`src/rtl/fetch_stage_pkg.sv`:
```
`default_nettype none
// ============================================================================
// Module      : fetch_stage_pkg
// Description : Shared definitions for the instruction fetch stage: data
//               width, the NOP used for bubbles, the fetch FSM state type and
//               the {pc, instr} prefetch buffer entry.
// Revision    : 1.0 - initial release
// ============================================================================
package fetch_stage_pkg;

   localparam int DATA_WIDTH = 32;

   // addi x0, x0, 0
   localparam logic [DATA_WIDTH-1:0] NOP_INSTR = 32'h0000_0013;

   typedef enum logic [0:0] {
      FETCH = 1'b0,
      DRAIN = 1'b1
   } fetch_state_e;

   typedef struct packed {
      logic [DATA_WIDTH-1:0] pc;
      logic [DATA_WIDTH-1:0] instr;
   } fetch_entry_t;

endpackage : fetch_stage_pkg
`default_nettype wire

```
`src/rtl/fetch_buffer.sv`:
```
`default_nettype none
// ============================================================================
// Module      : fetch_buffer
// Description : Synchronous FIFO of {pc, instr} prefetch entries.
//   clk, rst      : clock and synchronous active-high reset
//   flush_i       : empty the FIFO (wins over push/pop)
//   push_i/entry  : write an entry (ignored when full)
//   pop_i         : drop the head entry (ignored when empty)
//   head_o        : current head entry
//   count_o, empty_o, full_o : occupancy status
// Revision    : 1.0 - initial release
// ============================================================================
module fetch_buffer
   import fetch_stage_pkg::*;
#(
   parameter int DEPTH = 2,
   localparam int PTR_W = $clog2(DEPTH),
   localparam int CNT_W = PTR_W + 1
) (
   input  logic             clk,
   input  logic             rst,
   input  logic             flush_i,
   input  logic             push_i,
   input  fetch_entry_t     push_entry_i,
   input  logic             pop_i,
   output fetch_entry_t     head_o,
   output logic [CNT_W-1:0] count_o,
   output logic             empty_o,
   output logic             full_o
);

   fetch_entry_t     mem_q [DEPTH];
   logic [PTR_W-1:0] wr_ptr_q, wr_ptr_d;
   logic [PTR_W-1:0] rd_ptr_q, rd_ptr_d;
   logic [CNT_W-1:0] count_q, count_d;
   logic             do_push, do_pop;

   assign empty_o = (count_q == '0);
   assign full_o  = (count_q == CNT_W'(DEPTH));
   assign count_o = count_q;
   assign head_o  = mem_q[rd_ptr_q];

   always_comb begin
      do_push  = push_i && !full_o && !flush_i;
      do_pop   = pop_i && !empty_o && !flush_i;
      wr_ptr_d = wr_ptr_q;
      rd_ptr_d = rd_ptr_q;
      count_d  = count_q;
      if (flush_i) begin
         wr_ptr_d = '0;
         rd_ptr_d = '0;
         count_d  = '0;
      end else begin
         // DEPTH is a power of two, so pointers wrap naturally
         if (do_push) wr_ptr_d = wr_ptr_q + PTR_W'(1);
         if (do_pop)  rd_ptr_d = rd_ptr_q + PTR_W'(1);
         count_d = count_q + CNT_W'(do_push) - CNT_W'(do_pop);
      end
   end

   always_ff @(posedge clk) begin
      if (rst) begin
         wr_ptr_q <= '0;
         rd_ptr_q <= '0;
         count_q  <= '0;
      end else begin
         wr_ptr_q <= wr_ptr_d;
         rd_ptr_q <= rd_ptr_d;
         count_q  <= count_d;
      end
   end

   // Storage needs no reset: count_q gates every read of it
   always_ff @(posedge clk) begin
      if (do_push) mem_q[wr_ptr_q] <= push_entry_i;
   end

endmodule : fetch_buffer
`default_nettype wire

```
`src/rtl/fetch_stage.sv`:
```
`default_nettype none
// ============================================================================
// Module      : fetch_stage
// Description : Instruction fetch stage with credit-limited prefetch, a
//               bypassable prefetch buffer, IF/ID output register, and
//               redirect handling that drains stale in-flight responses.
//   imem_req_*  : request channel (valid/ready, address)
//   imem_rsp_*  : in-order response channel (valid, data)
//   ID_stall_i  : hold IF/ID outputs
//   redirect_*  : taken branch / jump target from downstream
//   ID_*_o      : IF/ID register outputs to decode
// Revision    : 1.0 - initial release
// ============================================================================
module fetch_stage
   import fetch_stage_pkg::*;
#(
   parameter logic [DATA_WIDTH-1:0] RESET_PC  = 32'h0000_0000,
   parameter int                    BUF_DEPTH = 2
) (
   input  logic                  clk,
   input  logic                  rst,
   output logic                  imem_req_valid_o,
   input  logic                  imem_req_ready_i,
   output logic [DATA_WIDTH-1:0] imem_addr_o,
   input  logic                  imem_rsp_valid_i,
   input  logic [DATA_WIDTH-1:0] imem_rsp_data_i,
   input  logic                  ID_stall_i,
   input  logic                  redirect_valid_i,
   input  logic [DATA_WIDTH-1:0] redirect_pc_i,
   output logic                  ID_valid_o,
   output logic [DATA_WIDTH-1:0] ID_instruction_o,
   output logic [DATA_WIDTH-1:0] ID_pc_o,
   output logic [DATA_WIDTH-1:0] ID_pc_plus4_o
);

   localparam int               CNT_W        = $clog2(BUF_DEPTH) + 1;
   localparam logic [CNT_W:0]   CREDIT_LIMIT = (CNT_W + 1)'(BUF_DEPTH);

   fetch_state_e          state_q, state_d;
   logic [DATA_WIDTH-1:0] fetch_pc_q, fetch_pc_d;
   logic [DATA_WIDTH-1:0] rsp_pc_q, rsp_pc_d;
   logic [CNT_W-1:0]      outstanding_q, outstanding_d;
   logic [CNT_W-1:0]      drop_cnt_q, drop_cnt_d;
   logic                  id_valid_q, id_valid_d;
   logic [DATA_WIDTH-1:0] id_instr_q, id_instr_d;
   logic [DATA_WIDTH-1:0] id_pc_q, id_pc_d;
   logic [DATA_WIDTH-1:0] id_pc_plus4_q, id_pc_plus4_d;

   logic                  buf_push, buf_pop, buf_flush;
   fetch_entry_t          buf_push_entry, buf_head;
   logic [CNT_W-1:0]      buf_count;
   logic                  buf_empty, buf_full;

   logic                  credit_ok, req_valid, req_fire, rsp_fire, rsp_keep;

   fetch_buffer #(.DEPTH(BUF_DEPTH)) u_fetch_buffer (
      .clk          (clk),
      .rst          (rst),
      .flush_i      (buf_flush),
      .push_i       (buf_push),
      .push_entry_i (buf_push_entry),
      .pop_i        (buf_pop),
      .head_o       (buf_head),
      .count_o      (buf_count),
      .empty_o      (buf_empty),
      .full_o       (buf_full)
   );

   always_comb begin
      // Every outstanding request owns a buffer slot, so the buffer never overflows
      credit_ok = !buf_full &&
                  (({1'b0, outstanding_q} + {1'b0, buf_count}) < CREDIT_LIMIT);
      req_valid = !rst && (state_q == FETCH) && !redirect_valid_i && credit_ok;
      req_fire  = req_valid && imem_req_ready_i;
      rsp_fire  = imem_rsp_valid_i && (outstanding_q != '0);
      // A response landing with a redirect belongs to the old path
      rsp_keep  = rsp_fire && (state_q == FETCH) && !redirect_valid_i;

      state_d        = state_q;
      fetch_pc_d     = fetch_pc_q;
      rsp_pc_d       = rsp_pc_q;
      drop_cnt_d     = drop_cnt_q;
      id_valid_d     = id_valid_q;
      id_instr_d     = id_instr_q;
      id_pc_d        = id_pc_q;
      id_pc_plus4_d  = id_pc_plus4_q;
      buf_push       = 1'b0;
      buf_pop        = 1'b0;
      buf_flush      = 1'b0;
      buf_push_entry = '{pc: rsp_pc_q, instr: imem_rsp_data_i};

      outstanding_d = outstanding_q + CNT_W'(req_fire) - CNT_W'(rsp_fire);
      if (req_fire) fetch_pc_d = fetch_pc_q + 32'd4;
      if (rsp_keep) rsp_pc_d   = rsp_pc_q + 32'd4;

      if (redirect_valid_i) begin
         fetch_pc_d = redirect_pc_i;
         rsp_pc_d   = redirect_pc_i;
         buf_flush  = 1'b1;
         id_valid_d = 1'b0;
         id_instr_d = NOP_INSTR;
         // Everything still in flight after this cycle is on the old path
         drop_cnt_d = outstanding_d;
         state_d    = (outstanding_d != '0) ? DRAIN : FETCH;
      end else begin
         if ((state_q == DRAIN) && rsp_fire) begin
            drop_cnt_d = drop_cnt_q - CNT_W'(1);
            if (drop_cnt_q == CNT_W'(1)) state_d = FETCH;
         end
         if (!ID_stall_i) begin
            if (!buf_empty) begin
               buf_pop       = 1'b1;
               buf_push      = rsp_keep;
               id_valid_d    = 1'b1;
               id_instr_d    = buf_head.instr;
               id_pc_d       = buf_head.pc;
               id_pc_plus4_d = buf_head.pc + 32'd4;
            end else if (rsp_keep) begin
               id_valid_d    = 1'b1;
               id_instr_d    = imem_rsp_data_i;
               id_pc_d       = rsp_pc_q;
               id_pc_plus4_d = rsp_pc_q + 32'd4;
            end else begin
               id_valid_d = 1'b0;
               id_instr_d = NOP_INSTR;
            end
         end else begin
            buf_push = rsp_keep;
         end
      end
   end

   always_ff @(posedge clk) begin
      if (rst) begin
         state_q       <= FETCH;
         fetch_pc_q    <= RESET_PC;
         rsp_pc_q      <= RESET_PC;
         outstanding_q <= '0;
         drop_cnt_q    <= '0;
         id_valid_q    <= 1'b0;
         id_instr_q    <= NOP_INSTR;
         id_pc_q       <= '0;
         id_pc_plus4_q <= 32'd4;
      end else begin
         state_q       <= state_d;
         fetch_pc_q    <= fetch_pc_d;
         rsp_pc_q      <= rsp_pc_d;
         outstanding_q <= outstanding_d;
         drop_cnt_q    <= drop_cnt_d;
         id_valid_q    <= id_valid_d;
         id_instr_q    <= id_instr_d;
         id_pc_q       <= id_pc_d;
         id_pc_plus4_q <= id_pc_plus4_d;
      end
   end

   assign imem_req_valid_o = req_valid;
   assign imem_addr_o      = fetch_pc_q;
   assign ID_valid_o       = id_valid_q;
   assign ID_instruction_o = id_instr_q;
   assign ID_pc_o          = id_pc_q;
   assign ID_pc_plus4_o    = id_pc_plus4_q;

endmodule : fetch_stage
`default_nettype wire

```
`config.mk`:
```
export PLATFORM = sky130hd
export DESIGN_NAME = fetch_stage
export DESIGN_NICKNAME = d
export VERILOG_FILES = /design/src/rtl/fetch_stage_pkg.sv /design/src/rtl/fetch_buffer.sv /design/src/rtl/fetch_stage.sv
export SDC_FILE = /design/constraint.sdc
export NUM_CORES = 1
export LEC_CHECK = 0
export BUFFER_PORTS_ARGS = -buffer_cell sky130_fd_sc_hd__clkbuf_2
export CELL_PAD_IN_SITES_DETAIL_PLACEMENT = 1
export CELL_PAD_IN_SITES_GLOBAL_PLACEMENT = 1
export CORE_ASPECT_RATIO = 0.6
export CORE_UTILIZATION = 40
export DETAILED_ROUTE_END_ITERATION = 10
export PLACE_DENSITY = 0.78
export REMOVE_ABC_BUFFERS = 1
export SLEW_MARGIN = 25
export SYNTH_ARGS = -nofsm -noshare
export SYNTH_HDL_FRONTEND = slang
export SYNTH_HIERARCHICAL = 1
export SYNTH_SLANG_ARGS = --single-unit
```
`constraint.sdc`:
```
create_clock -name clk -period 9.25 [get_ports clk]
set_clock_uncertainty 0.05 [all_clocks]
set_input_delay 1.3875 -clock clk [delete_from_list [all_inputs] [get_ports clk]]
set_output_delay 1.3875 -clock clk [all_outputs]
set_load 0.01 [all_outputs]
```
# Word-level counts from Yosys, hierarchy flattened
# Memories as Yosys holds them, arrays and structs flattened. A register that Yosys moved wholly into a read port is not among the register bits.
# Cells that the tools add are included.
[word_totals]
reg_bits = 170
ram_bits = 128
input_bits = 70
out_inout_bits = 130
memories = 1
[op_classes]
addsub = 11
magnitude_cmp = 1
n_eq_ne = 3
muxes = 28
n_bitwise = 3
n_reduce_logical = 29
[mem_list]
columns = ["memory", "depth", "width", "rd", "rd_clocked_by_memory_dff", "write_ports", "line", "source"]
rows = [
  ["u_fetch_buffer.mem_q", 2, 64, 1, 1, 1, "fetch_buffer.sv:32", "fetch_entry_t mem_q [DEPTH];"],
]
[op_table]
columns = ["cell", "count"]
rows = [
  ["two-way mux 32 bit", 9],
  ["adder 32 x 3 -> 32 bit, second input constant", 3],
  ["two-way mux 1 bit", 17],
  ["logical AND 1 bit", 13],
  ["nonzero test 2 bit", 6],
  ["logical NOT 1 bit", 5],
  ["adder 2 x 1 -> 2 bit", 2],
  ["two-way mux 2 bit", 2],
  ["OR reduction 2 bit", 2],
  ["subtractor 2 x 1 -> 2 bit", 2],
  ["adder 2 x 2 -> 3 bit", 1],
  ["less-than comparator 3 x 2 -> 1 bit, second input constant", 1],
  ["NOT 1 bit", 3],
  ["AND reduction 3 bit", 1],
  ["adder 1 bit, second input constant", 2],
  ["== test 2 x 1 -> 1 bit, second input constant", 1],
  ["== test 2 bit, second input constant", 1],
  ["logical NOT 2 bit", 1],
  ["!= test 2 x 1 -> 1 bit, second input constant", 1],
  ["AND reduction 2 bit", 1],
  ["subtractor 2 x 1 -> 2 bit, second input constant", 1],
]

# Logic depth before layout (Yosys ltp)
[logic_depth]
word_depth = 11
depth_mapped = 13

# By module
# The synthesis kept the hierarchy.
[modules_own_cells]
columns = ["module", "n_inst", "cells_per_inst", "area_each_um2"]
rows = [
  ["fetch_stage", 1, 1120, 9241.4],
  ["fetch_buffer", 1, 226, 5176.2],
]

# Worst setup path before layout
# No wires, ideal clock.
[synth_path]
path_kind = "input to register"
from = "input redirect_valid_i"
to = "memory u_fetch_buffer/mem_q[1][0] in the netlist's numbering, enable pin"
setup_ns = 0.579
arrival_ns = 7.217
setup_slack_ns = 1.403
cell_stages = 7
path_buffers = 3
cell_sequence = "clkbuf_1 -> inv_2 -> clkbuf_1 -> clkbuf_1 -> o211a_1 -> nand2b_4 -> nor3b_1"
[synth_via]
elab_chain_cells = 9
elab_cells_between_ends = 11
classes_between = "6 x mux; 5 x reduce/logical"
[synth_lines]
columns = ["element", "line", "source"]
rows = [
  ["start, declared", "fetch_stage.sv:28", "input logic redirect_valid_i,"],
  ["logical NOT 1 bit", "fetch_stage.sv:77", "rsp_keep = rsp_fire && (state_q == FETCH) && !redirect_valid_i;"],
  ["logical AND 1 bit", "fetch_stage.sv:77", ""],
  ["two-way mux 1 bit", "fetch_stage.sv:111", "if (!buf_empty) begin"],
  ["two-way mux 1 bit", "fetch_stage.sv:110", "if (!ID_stall_i) begin"],
  ["two-way mux 1 bit *", "fetch_stage.sv:96", "if (redirect_valid_i) begin"],
  ["via buf_push", "fetch_stage.sv:49", "logic buf_push, buf_pop, buf_flush;"],
  ["logical AND 1 bit * (2 in a row)", "fetch_buffer.sv:44", "do_push = push_i && !full_o && !flush_i;"],
  ["two-way mux 1 bit *", "fetch_buffer.sv:75", "if (do_push) mem_q[wr_ptr_q] <= push_entry_i;"],
  ["two-way mux 1 bit (implied by the code) *", "fetch_buffer.sv:75", ""],
  ["end, declared", "fetch_buffer.sv:32", ""],
]
# Mark *: on every way through the listed nets, which the timed path passes. The rest lies on a longest branch.

# Final worst setup path
[layout_path]
from = "register u_fetch_buffer.count_q[0], in the netlist u_fetch_buffer/count_o[0]"
to = "register state_q"
[layout_via]
elab_chain_cells = 10
elab_cells_between_ends = 12
classes_between = "3 x add/sub; 1 x order compare; 1 x eq/ne; 2 x mux; 5 x reduce/logical"
[layout_lines]
columns = ["element", "line", "source"]
rows = [
  ["start, declared", "fetch_buffer.sv:35", "logic [CNT_W-1:0] count_q, count_d;"],
  ["start signal, assigned", "fetch_buffer.sv:69", "count_q <= count_d;"],
  ["adder 2 x 2 -> 3 bit / == test 2 bit (equally long branches)", "fetch_stage.sv:72, fetch_buffer.sv:39", ""],
  ["less-than comparator 3 x 2 -> 1 bit / logical NOT 1 bit (equally long branches)", "fetch_stage.sv:72, fetch_stage.sv:71", ""],
  ["logical AND 1 bit *", "fetch_stage.sv:71", "credit_ok = !buf_full &&"],
  ["logical AND 1 bit *", "fetch_stage.sv:73", "req_valid = !rst && (state_q == FETCH) && !redirect_valid_i && credit_ok;"],
  ["logical AND 1 bit *", "fetch_stage.sv:74", "req_fire = req_valid && imem_req_ready_i;"],
  ["adder 2 x 1 -> 2 bit *", "fetch_stage.sv:92", "outstanding_d = outstanding_q + CNT_W'(req_fire) - CNT_W'(rsp_fire);"],
  ["subtractor 2 x 1 -> 2 bit *", "fetch_stage.sv:92", ""],
  ["nonzero test 2 bit *", "fetch_stage.sv:104", "state_d = (outstanding_d != '0) ? DRAIN : FETCH;"],
  ["two-way mux 1 bit *", "fetch_stage.sv:104", ""],
  ["two-way mux 1 bit *", "fetch_stage.sv:96", ""],
  ["end signal, assigned", "fetch_stage.sv:145", "state_q <= state_d;"],
  ["end, declared", "fetch_stage.sv:39", "fetch_state_e state_q, state_d;"],
]
# Mark *: on every way between the ends. The rest lies on a longest branch, timed or not.
# A chain may end at the register's enable or synchronous reset.

==> run summary <==
Worst Setup Start Kind: flop
gpl congestion: 0.8537
Top Ports: 200
Post-synth top flop: dfxtp_1
initial antenna violation count: 0
Leak: 6.172 nW
Clock power frac: 43.1%
final hold slack: 400.3 ps
Yosys warning count: 6
Routed Antenna Nets: 0
initial core utilization: 40.87%
Num CTS Buffers: 30
commonest non-fill, non-tap cells in the layout: clkbuf_2 (198), dfxtp_1 (168), edfxtp_1 (128)
reg-to-reg slack, setup: 4920 ps
Worst Setup End Kind: flop
diode count: 0
HP Class: reg2reg
Finished Cell Area: 16,580 um2
Int Pwr: 2.368 mW
synthesized instance count: 1,346
Final Net Count: 1,555
Tmin final: 4331 ps
area delta synth->final: 15.02%
CTS resizes: 0
RSZ-0062 raised after global routing: no
Clock transition at path regs: 70 ps
flops & latches, synth: 297
clk sinks: 297
Tot GR Track Use: 24.08%
Via density: 5.867
commonest non-fill, non-tap cell in the layout: clkbuf_2
Final TNS setup: 0 ps
global-route wire length before repair: 68.79 mm
Switch Pwr: 0.8109 mW
dpl cell area: 15,460 um2
Post-synth ARST share: 0%
Max Slew Vio Count: 0
final wirelength: 44.90 mm
# rows: 53
violated checks: design-rule violations
max_cap viols: 0
clk buf depth: 3
Setup CP Type: reg2reg
slowest stage delay, CP: 730 ps
Slew @ Worst Pin: 1080 ps
Design Power: 3.179 mW
Vias: 11,540
Layout fillers: 3,926
post-cts hold buffer count: 0
Die Wd: 247.1 um
1st-iter DRT viols: 1,095
Final period util: 46.83%
largest net degree at the start of global routing: 73
Port Buffers: 199
status: complete, but fails checks
Req. time, crit path: 9610 ps
die height: 149.1 um
fraction of layout instances using a drive strength above 1: 24.47%
CP Data Arrival Time: 4690 ps
die area: 36,830 um2
final setup vio count: 0
vias in the first global route: 11,530
slowest stage cell, crit path: and3_1
Slew headroom: 27.99%
CP cell instances: and2_1, fa_1, nor4_1, and3_1, inv_1, ha_1, inv_1, ha_1, xor2_1, xnor2_1, a311oi_1
fmax: 230.9 MHz
cell family with most CP delay: simple AND/OR/NAND/NOR gates
CP Buf/Inv Count: 2
Comb pwr share: 10.0%
PwrDens: 191.7 nW/um2
Worst Path Max Fanout: 22
WL/cell: 22.83 um
core region area: 35,280 um2
Setup Buffers After CTS: 0
Detail Placement HPWL: 30.63 mm
sequential share of power: 46.9%
worst skew pair latency: 570 ps
switching power share of the total: 25.51%
CTS tree: built
Hold Vio Cnt, Final: 0
GR Overflow Total: 0
maximum VDD drop: 150.8 uV
Synth cell types: 77
DR pass1 iterations: 8
Clock Root Buffer: clkbuf_16
combined area of all synthesized cells: 14,420 um2
syn_area_per_cell: 10.71 um2
Post-synth EDFFs: 128
drt drc: 14
H-tree depth: 1
Seq/Total Area, Yosys: 50.13%
[cell families after synthesis]
kind of cell,count (synthesis),synth area share [%]
and+or+nand+nor,466,17.51
buffers and inverters,137,5.242
adders and majority gates,9,0.8331
AOI/OAI and AO/OA,271,13.09
DFF,297,50.13
xor gates and xnor gates,56,3.402
muxes,110,9.798
[stage by stage]
stage	setup slack (ps)	utilization, %	std cells
after floorplan	1610	-	1231
after global placement	4557	43.82	1911
after detailed placement	4450	43.82	1911
after CTS	4991	46.98	1967
after global routing	4705	47.01	1967
final	4919	47.01	1967
[tightest hold or removal path, delay by kind of cell (launching register included)]
family           cells  cell delay [ps]
and+or+nand+nor      2              100
DFF                  1              310
[layout make-up]
| class | instances | area [um2] | area share [%] |
|---|---|---|---|
| inverter | 22 | 83.83 | 0.5055 |
| sequential | 297 | 7231 | 43.60 |
| multi-input combinational | 912 | 6464 | 38.98 |
| timing repair buffer | 213 | 1107 | 6.677 |
| clock inverter | 22 | 306.5 | 1.848 |
| tap | 467 | 584.3 | 3.523 |
| clock buffer | 34 | 807.0 | 4.866 |
[state kept, by name, summed over array words and instances, names as in the netlist, 2 cells and up, named ones only]
signal                  flops
u_fetch_buffer/count_o      2
rsp_pc_q                   32
drop_cnt_q                  2
imem_addr_o                32
u_fetch_buffer/mem_q      128
ID_instruction_o           32
ID_pc_o                    32
outstanding_q               2
ID_pc_plus4_o              30
[synth_stat cells, drive strengths merged (4+ instances only)]
| library cell | n | area share [%] |
|---|---|---|
| xnor2 | 39 | 2.4 |
| ha | 8 | 0.69 |
| o31a | 19 | 1.2 |
| nor2b | 30 | 1.3 |
| buf | 33 | 2.1 |
| and4 | 9 | 0.55 |
| o21bai | 4 | 0.21 |
| nand3b | 15 | 0.78 |
| or3 | 8 | 0.36 |
| and3 | 19 | 0.83 |
| nand3 | 43 | 1.6 |
| o31ai | 12 | 0.66 |
| mux2 | 69 | 7.0 |
| mux2i | 41 | 2.8 |
| a31oi | 17 | 0.74 |
| nor4 | 44 | 2.4 |
| xor2 | 17 | 1.0 |
| nor2 | 81 | 2.1 |
| a221oi | 32 | 1.9 |
| nand2 | 85 | 2.2 |
| a21boi | 7 | 0.36 |
| nor3 | 74 | 2.6 |
| a211oi | 54 | 2.8 |
| o21ai | 32 | 1.1 |
| a21oi | 53 | 1.8 |
| o21a | 12 | 0.62 |
| dfxtp | 169 | 23 |
| edfxtp | 128 | 27 |
| nand4 | 33 | 1.5 |
| or4 | 6 | 0.34 |
| and2 | 9 | 0.39 |
| clkbuf | 81 | 2.5 |
| o211ai | 13 | 0.68 |
| inv | 22 | 0.57 |
[power groups by stage]
stage                     sequential [mW]  combinational [mW]  clock, mW
final                                1.49               0.318       1.37
after global routing                 1.50               0.348       1.45
after CTS                            1.49               0.318       1.39
after detailed placement             1.52               0.315          0
after global placement               1.51               0.307          0
after floorplan                      1.51               0.160          0
[per-layer routing]
layer,part of all wire [%],track usage (%),up-vias
met4,2.0,5.309,0
met3,7.9,5.289,59
met5,0,0,-
met1,47,35.41,5801
li1,-,-,5321
met2,43,35.88,360
[worst paths after layout]
| check | from | to | cells past startpoint |
|---|---|---|---|
| min | ID_pc_plus4_o[2]$_SDFFE_PP1P_ | ID_pc_plus4_o[2]$_SDFFE_PP1P_ | 2 |
| max reg2reg | u_fetch_buffer/count_o[0]$_SDFF_PP0_ | state_q$_SDFFE_PP0P_ | 11 |
| max | u_fetch_buffer/count_o[0]$_SDFF_PP0_ | state_q$_SDFFE_PP0P_ | 11 |
| min reg2reg | ID_pc_plus4_o[2]$_SDFFE_PP1P_ | ID_pc_plus4_o[2]$_SDFFE_PP1P_ | 2 |
No activity file was read; power rests on OpenSTA's default activity.
